File: src/rtl/vga_pattern_pkg.sv
// Shared types and helpers for the VGA test-pattern fill engine.
package vga_pattern_pkg;

  localparam int MODE_W = 3;

  typedef enum logic [MODE_W-1:0] {
    MODE_SOLID    = 3'd0,
    MODE_VBAR     = 3'd1,
    MODE_HBAR     = 3'd2,
    MODE_CHECKER  = 3'd3,
    MODE_GRADIENT = 3'd4
  } mode_e;

  typedef enum logic [1:0] {
    ST_IDLE = 2'd0,
    ST_FILL = 2'd1,
    ST_DONE = 2'd2
  } state_e;

  // Counter width for a range of v values; never narrower than one bit.
  function automatic int safe_clog2(input int v);
    return (v > 1) ? $clog2(v) : 1;
  endfunction

endpackage

File: src/rtl/vga_pattern_pixel.sv
// Combinational pixel colour for one (x, y) position of the selected pattern.
// All arithmetic wraps modulo 2**DATA_WIDTH; reserved modes fall back to solid.
module vga_pattern_pixel
  import vga_pattern_pkg::*;
#(
  parameter int DATA_WIDTH = 8,
  parameter int BAR_SHIFT  = 6,
  parameter int X_WIDTH    = 10,
  parameter int Y_WIDTH    = 9
) (
  input  logic [MODE_W-1:0]     fill_mode_i,
  input  logic [DATA_WIDTH-1:0] fill_base_i,
  input  logic [X_WIDTH-1:0]    x_i,
  input  logic [Y_WIDTH-1:0]    y_i,
  output logic [DATA_WIDTH-1:0] color_o
);

  logic [X_WIDTH-1:0] x_cell;
  logic [Y_WIDTH-1:0] y_cell;

  assign x_cell = x_i >> BAR_SHIFT;
  assign y_cell = y_i >> BAR_SHIFT;

  always_comb begin
    color_o = fill_base_i;
    case (fill_mode_i)
      MODE_VBAR:     color_o = fill_base_i + DATA_WIDTH'(x_cell);
      MODE_HBAR:     color_o = fill_base_i + DATA_WIDTH'(y_cell);
      MODE_CHECKER:  if (x_cell[0] ^ y_cell[0]) color_o = ~fill_base_i;
      MODE_GRADIENT: color_o = fill_base_i + DATA_WIDTH'(x_i) + DATA_WIDTH'(y_i);
      default:       color_o = fill_base_i;
    endcase
  end

endmodule

File: src/rtl/vga_pattern_fill_engine.sv
// Framebuffer test-pattern writer: fills the frame on a periodic timer or a start
// pulse, streaming pixels through a valid/ready write port.
//
// Write handshake: write_signal is valid; a pixel transfers on a vga_clock edge where
// write_signal=1 and write_ready=1. While write_signal=1 and write_ready=0 the address
// and data hold, and write_signal never drops between transfers of one fill.
module vga_pattern_fill_engine
  import vga_pattern_pkg::*;
#(
  parameter int H_ACTIVE    = 640,
  parameter int V_ACTIVE    = 480,
  parameter int ADDR_WIDTH  = 19,
  parameter int DATA_WIDTH  = 8,
  parameter int PERIOD_CLKS = 8388608,
  parameter int BAR_SHIFT   = 6
) (
  input  logic                  vga_clock,
  input  logic                  reset_n,
  input  logic [MODE_W-1:0]     mode,
  input  logic                  auto_enable,
  input  logic                  start,
  input  logic                  write_ready,
  output logic                  write_signal,
  output logic [ADDR_WIDTH-1:0] write_address,
  output logic [DATA_WIDTH-1:0] write_data,
  output logic                  busy,
  output logic                  frame_done,
  output logic [DATA_WIDTH-1:0] base_color
);

  localparam int XW = safe_clog2(H_ACTIVE);
  localparam int YW = safe_clog2(V_ACTIVE);
  localparam int TW = safe_clog2(PERIOD_CLKS);
  localparam logic [XW-1:0] X_LAST = XW'(H_ACTIVE - 1);
  localparam logic [YW-1:0] Y_LAST = YW'(V_ACTIVE - 1);
  localparam logic [TW-1:0] T_LAST = TW'(PERIOD_CLKS - 1);

  state_e                state_q, state_d;
  logic [TW-1:0]         tmr_q, tmr_d;
  logic [DATA_WIDTH-1:0] base_q, base_d;
  logic                  pending_q, pending_d;
  logic [MODE_W-1:0]     fill_mode_q, fill_mode_d;
  logic [DATA_WIDTH-1:0] fill_base_q, fill_base_d;
  logic [XW-1:0]         x_q, x_d;
  logic [YW-1:0]         y_q, y_d;
  logic [ADDR_WIDTH-1:0] addr_q, addr_d;
  logic                  wr_q, wr_d;
  logic [DATA_WIDTH-1:0] data_q, data_d;
  logic                  done_q, done_d;

  logic                  tc;
  logic                  request;
  logic                  start_fill;
  logic                  last_px;
  logic [XW-1:0]         x_inc;
  logic [YW-1:0]         y_inc;
  logic [MODE_W-1:0]     pix_mode;
  logic [DATA_WIDTH-1:0] pix_base;
  logic [XW-1:0]         pix_x;
  logic [YW-1:0]         pix_y;
  logic [DATA_WIDTH-1:0] pix_color;

  assign tc         = auto_enable && (tmr_q == T_LAST);
  assign request    = start || tc;
  assign start_fill = (state_q == ST_IDLE) && (request || pending_q);

  // Period timer and base colour; keeps running regardless of fill state.
  always_comb begin
    tmr_d  = tmr_q;
    base_d = base_q;
    if (auto_enable) begin
      if (tc) begin
        tmr_d  = '0;
        base_d = base_q + DATA_WIDTH'(1);
      end else begin
        tmr_d = tmr_q + TW'(1);
      end
    end
  end

  // Raster position of the pixel following the one currently presented.
  always_comb begin
    last_px = (x_q == X_LAST) && (y_q == Y_LAST);
    x_inc   = x_q + XW'(1);
    y_inc   = y_q;
    if (x_q == X_LAST) begin
      x_inc = '0;
      y_inc = y_q + YW'(1);
    end
  end

  // A starting fill colours pixel (0,0) from the live mode and the base about to be
  // registered, so a timer-triggered fill already uses the incremented base.
  always_comb begin
    pix_mode = fill_mode_q;
    pix_base = fill_base_q;
    pix_x    = x_inc;
    pix_y    = y_inc;
    if (start_fill) begin
      pix_mode = mode;
      pix_base = base_d;
      pix_x    = '0;
      pix_y    = '0;
    end
  end

  vga_pattern_pixel #(
    .DATA_WIDTH (DATA_WIDTH),
    .BAR_SHIFT  (BAR_SHIFT),
    .X_WIDTH    (XW),
    .Y_WIDTH    (YW)
  ) u_pixel (
    .fill_mode_i (pix_mode),
    .fill_base_i (pix_base),
    .x_i         (pix_x),
    .y_i         (pix_y),
    .color_o     (pix_color)
  );

  always_comb begin
    state_d     = state_q;
    pending_d   = pending_q;
    fill_mode_d = fill_mode_q;
    fill_base_d = fill_base_q;
    x_d         = x_q;
    y_d         = y_q;
    addr_d      = addr_q;
    wr_d        = wr_q;
    data_d      = data_q;
    done_d      = 1'b0;
    case (state_q)
      ST_IDLE: begin
        if (start_fill) begin
          state_d     = ST_FILL;
          fill_mode_d = mode;
          fill_base_d = base_d;
          x_d         = '0;
          y_d         = '0;
          addr_d      = '0;
          pending_d   = 1'b0;
          wr_d        = 1'b1;
          data_d      = pix_color;
        end
      end
      ST_FILL: begin
        if (request) pending_d = 1'b1;
        if (write_ready) begin
          if (last_px) begin
            state_d = ST_DONE;
            wr_d    = 1'b0;
            done_d  = 1'b1;
          end else begin
            x_d    = x_inc;
            y_d    = y_inc;
            addr_d = addr_q + ADDR_WIDTH'(1);
            data_d = pix_color;
          end
        end
      end
      ST_DONE: begin
        if (request) pending_d = 1'b1;
        state_d = ST_IDLE;
      end
      default: state_d = ST_IDLE;
    endcase
  end

  always_ff @(posedge vga_clock) begin
    if (!reset_n) begin
      state_q     <= ST_IDLE;
      tmr_q       <= '0;
      base_q      <= '0;
      pending_q   <= 1'b0;
      fill_mode_q <= '0;
      fill_base_q <= '0;
      x_q         <= '0;
      y_q         <= '0;
      addr_q      <= '0;
      wr_q        <= 1'b0;
      data_q      <= '0;
      done_q      <= 1'b0;
    end else begin
      state_q     <= state_d;
      tmr_q       <= tmr_d;
      base_q      <= base_d;
      pending_q   <= pending_d;
      fill_mode_q <= fill_mode_d;
      fill_base_q <= fill_base_d;
      x_q         <= x_d;
      y_q         <= y_d;
      addr_q      <= addr_d;
      wr_q        <= wr_d;
      data_q      <= data_d;
      done_q      <= done_d;
    end
  end

  assign write_signal  = wr_q;
  assign write_address = addr_q;
  assign write_data    = data_q;
  assign busy          = (state_q != ST_IDLE);
  assign frame_done    = done_q;
  assign base_color    = base_q;

endmodule

File: config.mk
export PLATFORM = sky130hd
export DESIGN_NAME = vga_pattern_fill_engine
export DESIGN_NICKNAME = d
export VERILOG_FILES = /design/src/rtl/vga_pattern_pkg.sv /design/src/rtl/vga_pattern_pixel.sv /design/src/rtl/vga_pattern_fill_engine.sv
export SDC_FILE = /design/constraint.sdc
export NUM_CORES = 1
export LEC_CHECK = 0
export CAP_MARGIN = 20
export CORE_MARGIN = 10
export CORE_UTILIZATION = 45
export CTS_CLUSTER_SIZE = 25
export DETAILED_ROUTE_END_ITERATION = 12
export PLACE_DENSITY = 0.61
export SYNTH_ARGS = -nofsm -noshare
export SYNTH_HDL_FRONTEND = slang
export SYNTH_HIERARCHICAL = 1
export SYNTH_SLANG_ARGS = --single-unit
File: constraint.sdc
create_clock -name vga_clock -period 8.4 [get_ports vga_clock]
set_input_delay 1.68 -clock vga_clock [delete_from_list [all_inputs] [get_ports vga_clock]]
set_output_delay 1.68 -clock vga_clock [all_outputs]
set_load 0.02 [all_outputs]
==> impl_summary.txt <==
----------------------------------------------------
[Outcome]
  Run status ... complete, no violations

[Critical path]
  Crit-path cells ... clkdlybuf4s50_1, nand4_2, or3_4, o21ai_1, nand3_1, nand2_1, nand2b_1, nor2_1, mux2_2, ha_1, inv_1, fa_1, nor2b_1, o21a_1, or2_2, a311oi_1, o32ai_1, nand3_1, a21oi_1
  Number of buffers and inverters on the critical path ... 2
  Critical path depth in cells ... 19
  Delay contributed by the slowest stage of the critical path ... ~720 ps
  Worst setup SP type ... input port
  Endpoint arrival time on the critical path ... 6630 ps
  RR Endpoint ... write_data[6]
  Crit path capture type ... register
  Worst-case reg-to-reg path depth ... 19
  Gate family responsible for the most delay along the worst path ... simple AND/OR/NAND/NOR gates
  Dominant cell type by count on the critical path ... sky130_fd_sc_hd__nand3_1
  Largest fanout on the critical path ... 14
  Slowest cell on the critical path ... sky130_fd_sc_hd__o21ai_1
  WP data required ... 8630 ps
  Kind of critical path ... in2reg
  Minimum setup slack among reg-to-reg paths ... around 3300 ps
  Reg2Reg Launch Point ... tmr_q[0]

[Synth]
  Number of storage elements in the synthesis netlist ... 93
  Share of async-settable or async-resettable flops after synthesis ... 0%
  Count of flip-flops with a built-in enable after synthesis ... 0
  Share of the yosys chip area belonging to registers ... a little under a third
  Syn nets ... 765
  Count of different cell masters after synthesis ... slightly below 70
  Cells after Synth ... 731
  Post-synthesis instance area ... ~5900 um^2
  Mean post-synth cell area ... approximately 8.1 um^2
  Count of warnings emitted by yosys ... 6
  Leading register cell type out of synthesis ... sky130_fd_sc_hd__dfxtp_1

[CTS]
  Cts bufs inserted ... 9
  CTS Root Buffer Type ... sky130_fd_sc_hd__clkbuf_16
  Post-CTS Repair Setup Buffers ... 0
  H-tree depth ... 3
  Clock latency at the later pin of the worst-skew pair ... about 350 ps
  CTS tree ... yes
  Maximum number of buffers from clock root to sink ... 2
  Quantity of gates resized following cts ... 0
  CTS Hold Bufs ... 0
  Clock sink count ... a little over 90
  Clk slew on worst S/H paths ... approximately 70 ps

[Pwr]
  Worst ir drop on vdd ... around 0.095 mV
  Leakage dissipation ... about 2.3 nW
  Post-layout power ... 1.13 mW
  PD cells ... roughly 170 nW/um^2

[Detailed routing]
  Number of detailed-routing iterations run before antenna repair ... 5
  DRC viols ... 0
  Average vias per placed instance ... ~6.1
  Post-detailed-routing wire length ... 17.2 mm
  Number of nets still failing antenna checks after routing ... 0
  Total via count after detailed routing ... between 5000 and 6000
  DRC marker count from the first detailed-route iteration ... around 470
  Post-detailed-route wirelength per cell ... approximately 19 um

[GRT]
  Met3 layer usage reported by global route ... around 3.6%
  Global-route wire length before repair ... between 20 and 30 mm
  Most crowded layer after global routing ... met2
  Total Routing Usage GR ... between 10% and 20%
  Maximum number of pins on one net before global-route repair ... 50
  Global routing met1 resource utilization ... 24.4%
  Number of antenna violations at the first check in global routing ... 0
  M2 GR Usage ... 30.7%
  Total congestion overflow ... 0
  Via count of the first global-routing pass ... around 5500

[STA]
  Worst clock skew ... around 7.8 ps
  Remaining max-slew budget at the tightest pin ... approximately a quarter
  Setup TNS after final layout ... 0 ps
  Final Hold Viols ... 0
  Max-slew violation count ... 0
  Crit share post-route ... about 76%
  Slew @ Worst Pin ... 1100 ps
  Max Freq ... about 0.16 GHz
  Number of endpoints failing setup at the final stage ... 0
  Post-layout min period ... approximately 6400 ps
  Unrepaired setup endpoints after global routing ... no

[Worst hold path]
  Beginning of the worst hold path ... write_data[3]
  Worst Hold End ... write_data[3]
  Class of the worst hold path ... reg2reg
  Hold Path Depth ... 2

[Cells and area]
  Area added between synthesis and finish ... 14.2%
  Highest-count cells in the layout ignoring fill and taps ... sky130_fd_sc_hd__dfxtp_1, sky130_fd_sc_hd__nor2_1, sky130_fd_sc_hd__nand2_1
  Fraction of layout instances using a drive strength above 1 ... under 10%
  Fin nets ... just under 800
  # fillers ... 1272
  Most common cell after layout, fill and taps aside ... sky130_fd_sc_hd__dfxtp_1
  Antenna diode count ... 0

[Floorplan]
  Floorplan Core Area ... between 10000 and 15000 um^2
  Width of the die ... approximately 130 um
  I/O Pins ... 46
  DIE AREA ... 18100 um^2
  Starting density of the core ... approximately 46%
  Floorplan row count ... 41
  Height of the die ... 135 um

[Placement]
  Port-buffer cells ... 45
  DP HPWL ... 11.9 mm
  Routability Congestion ... 0.946

[Run]
  Max-cap violations ... 0

----------------------------------------------------
-- state kept, by name, indices dropped and copies added (netlist names) --
register and cells:
tmr_q 23, write_address 19, x_q 10, y_q 9
base_color 8, fill_base_q 8, write_data 8, fill_mode_q 3
state_q 2, frame_done 1, pending_q 1, write_signal 1
-- how the worst max path moves through the flow --
stage | startpoint | end | slack [ps]
4_1_cts | auto_enable | write_data[6] | 2040
2_1_floorplan | auto_enable | write_data[7] | 3160
3_5_place_dp | auto_enable | write_data[6] | 1700
6_report | auto_enable | write_data[6] | 2000
5_1_grt | auto_enable | write_data[4] | 1660
3_3_place_gp | auto_enable | write_data[6] | 1900
-- synth_stat cells (10+ instances only) --
cell type	n	area share [%]
sky130_fd_sc_hd__dfxtp_1	93	31
sky130_fd_sc_hd__buf_2	11	0.93
sky130_fd_sc_hd__nor3_1	19	1.6
sky130_fd_sc_hd__o311ai_0	10	1.5
sky130_fd_sc_hd__clkbuf_1	31	2.0
sky130_fd_sc_hd__a21oi_1	55	4.7
sky130_fd_sc_hd__inv_1	17	1.1
sky130_fd_sc_hd__o21ai_0	34	2.9
sky130_fd_sc_hd__xnor2_1	18	2.7
sky130_fd_sc_hd__nand3_1	45	3.8
sky130_fd_sc_hd__nand2_1	58	3.7
sky130_fd_sc_hd__and3_1	10	1.1
sky130_fd_sc_hd__xor2_1	31	4.6
sky130_fd_sc_hd__or3_1	13	1.4
sky130_fd_sc_hd__a211oi_1	15	1.9
sky130_fd_sc_hd__ha_1	17	3.6
sky130_fd_sc_hd__nor2_1	69	4.4
sky130_fd_sc_hd__nand4_1	25	2.6
sky130_fd_sc_hd__o211ai_1	10	1.3
-- cell families (layout without fill, tap and decap cells) --
group	Yosys count	count (layout)	synth area share [%]
buf+inv	63	88	4.49
fa+ha+maj	26	26	6.65
compound gates	198	198	22.5
simple gates	295	295	26.1
mux	6	6	1.10
xor+xnor	50	50	7.66
flops	93	93	31.5
-- layout make-up --
type,instances,area [um^2],share of cell area (%)
well taps,172,215,3.19
clock inverters,6,70.1,1.04
repair buffers,54,518,7.68
clock buffers,10,229,3.39
flip-flops and latches,93,1860,27.6
inverters,18,67.6,1.00
multi-input cells,575,3790,56.1
-- stage by stage --
step	utilization [%]	instances	hold slack (ps)	area [um^2]	setup WS (ps)
after global placement	50.6	911	462	6440	1900
after detailed placement	50.6	911	469	6440	1700
after global routing	53.0	928	501	6750	1660
final	53.0	928	475	6750	2000
after CTS	53.0	927	478	6740	2040
after floorplan	-	731	462	5910	3160
-- power by group --
part           internal [mW]  switching, mW
combinational         0.0819          0.167
clock                  0.234          0.189
sequential             0.454        0.00706
total                  0.770          0.363
-- layer usage --
layer / vias to the layer above / wire length [um]
met5: - / 0
met4: 0 / 333
met3: 28 / 1020
met2: 184 / 7920
met1: 2730 / 7920
li1: 2761 / -
-- worst register-to-register path, delay by kind of cell, from the launching register on --
| family | cells | cell delay, ps |
|---|---|---|
| muxes | 1 | 390 |
| adders and majority gates | 3 | 610 |
| AOI/OAI and AO/OA | 5 | 1360 |
| and+or+nand+nor | 9 | 2140 |
| DFF | 1 | 380 |
| buffers and inverters | 1 | 70 |
(Power assumes the default switching activity.)
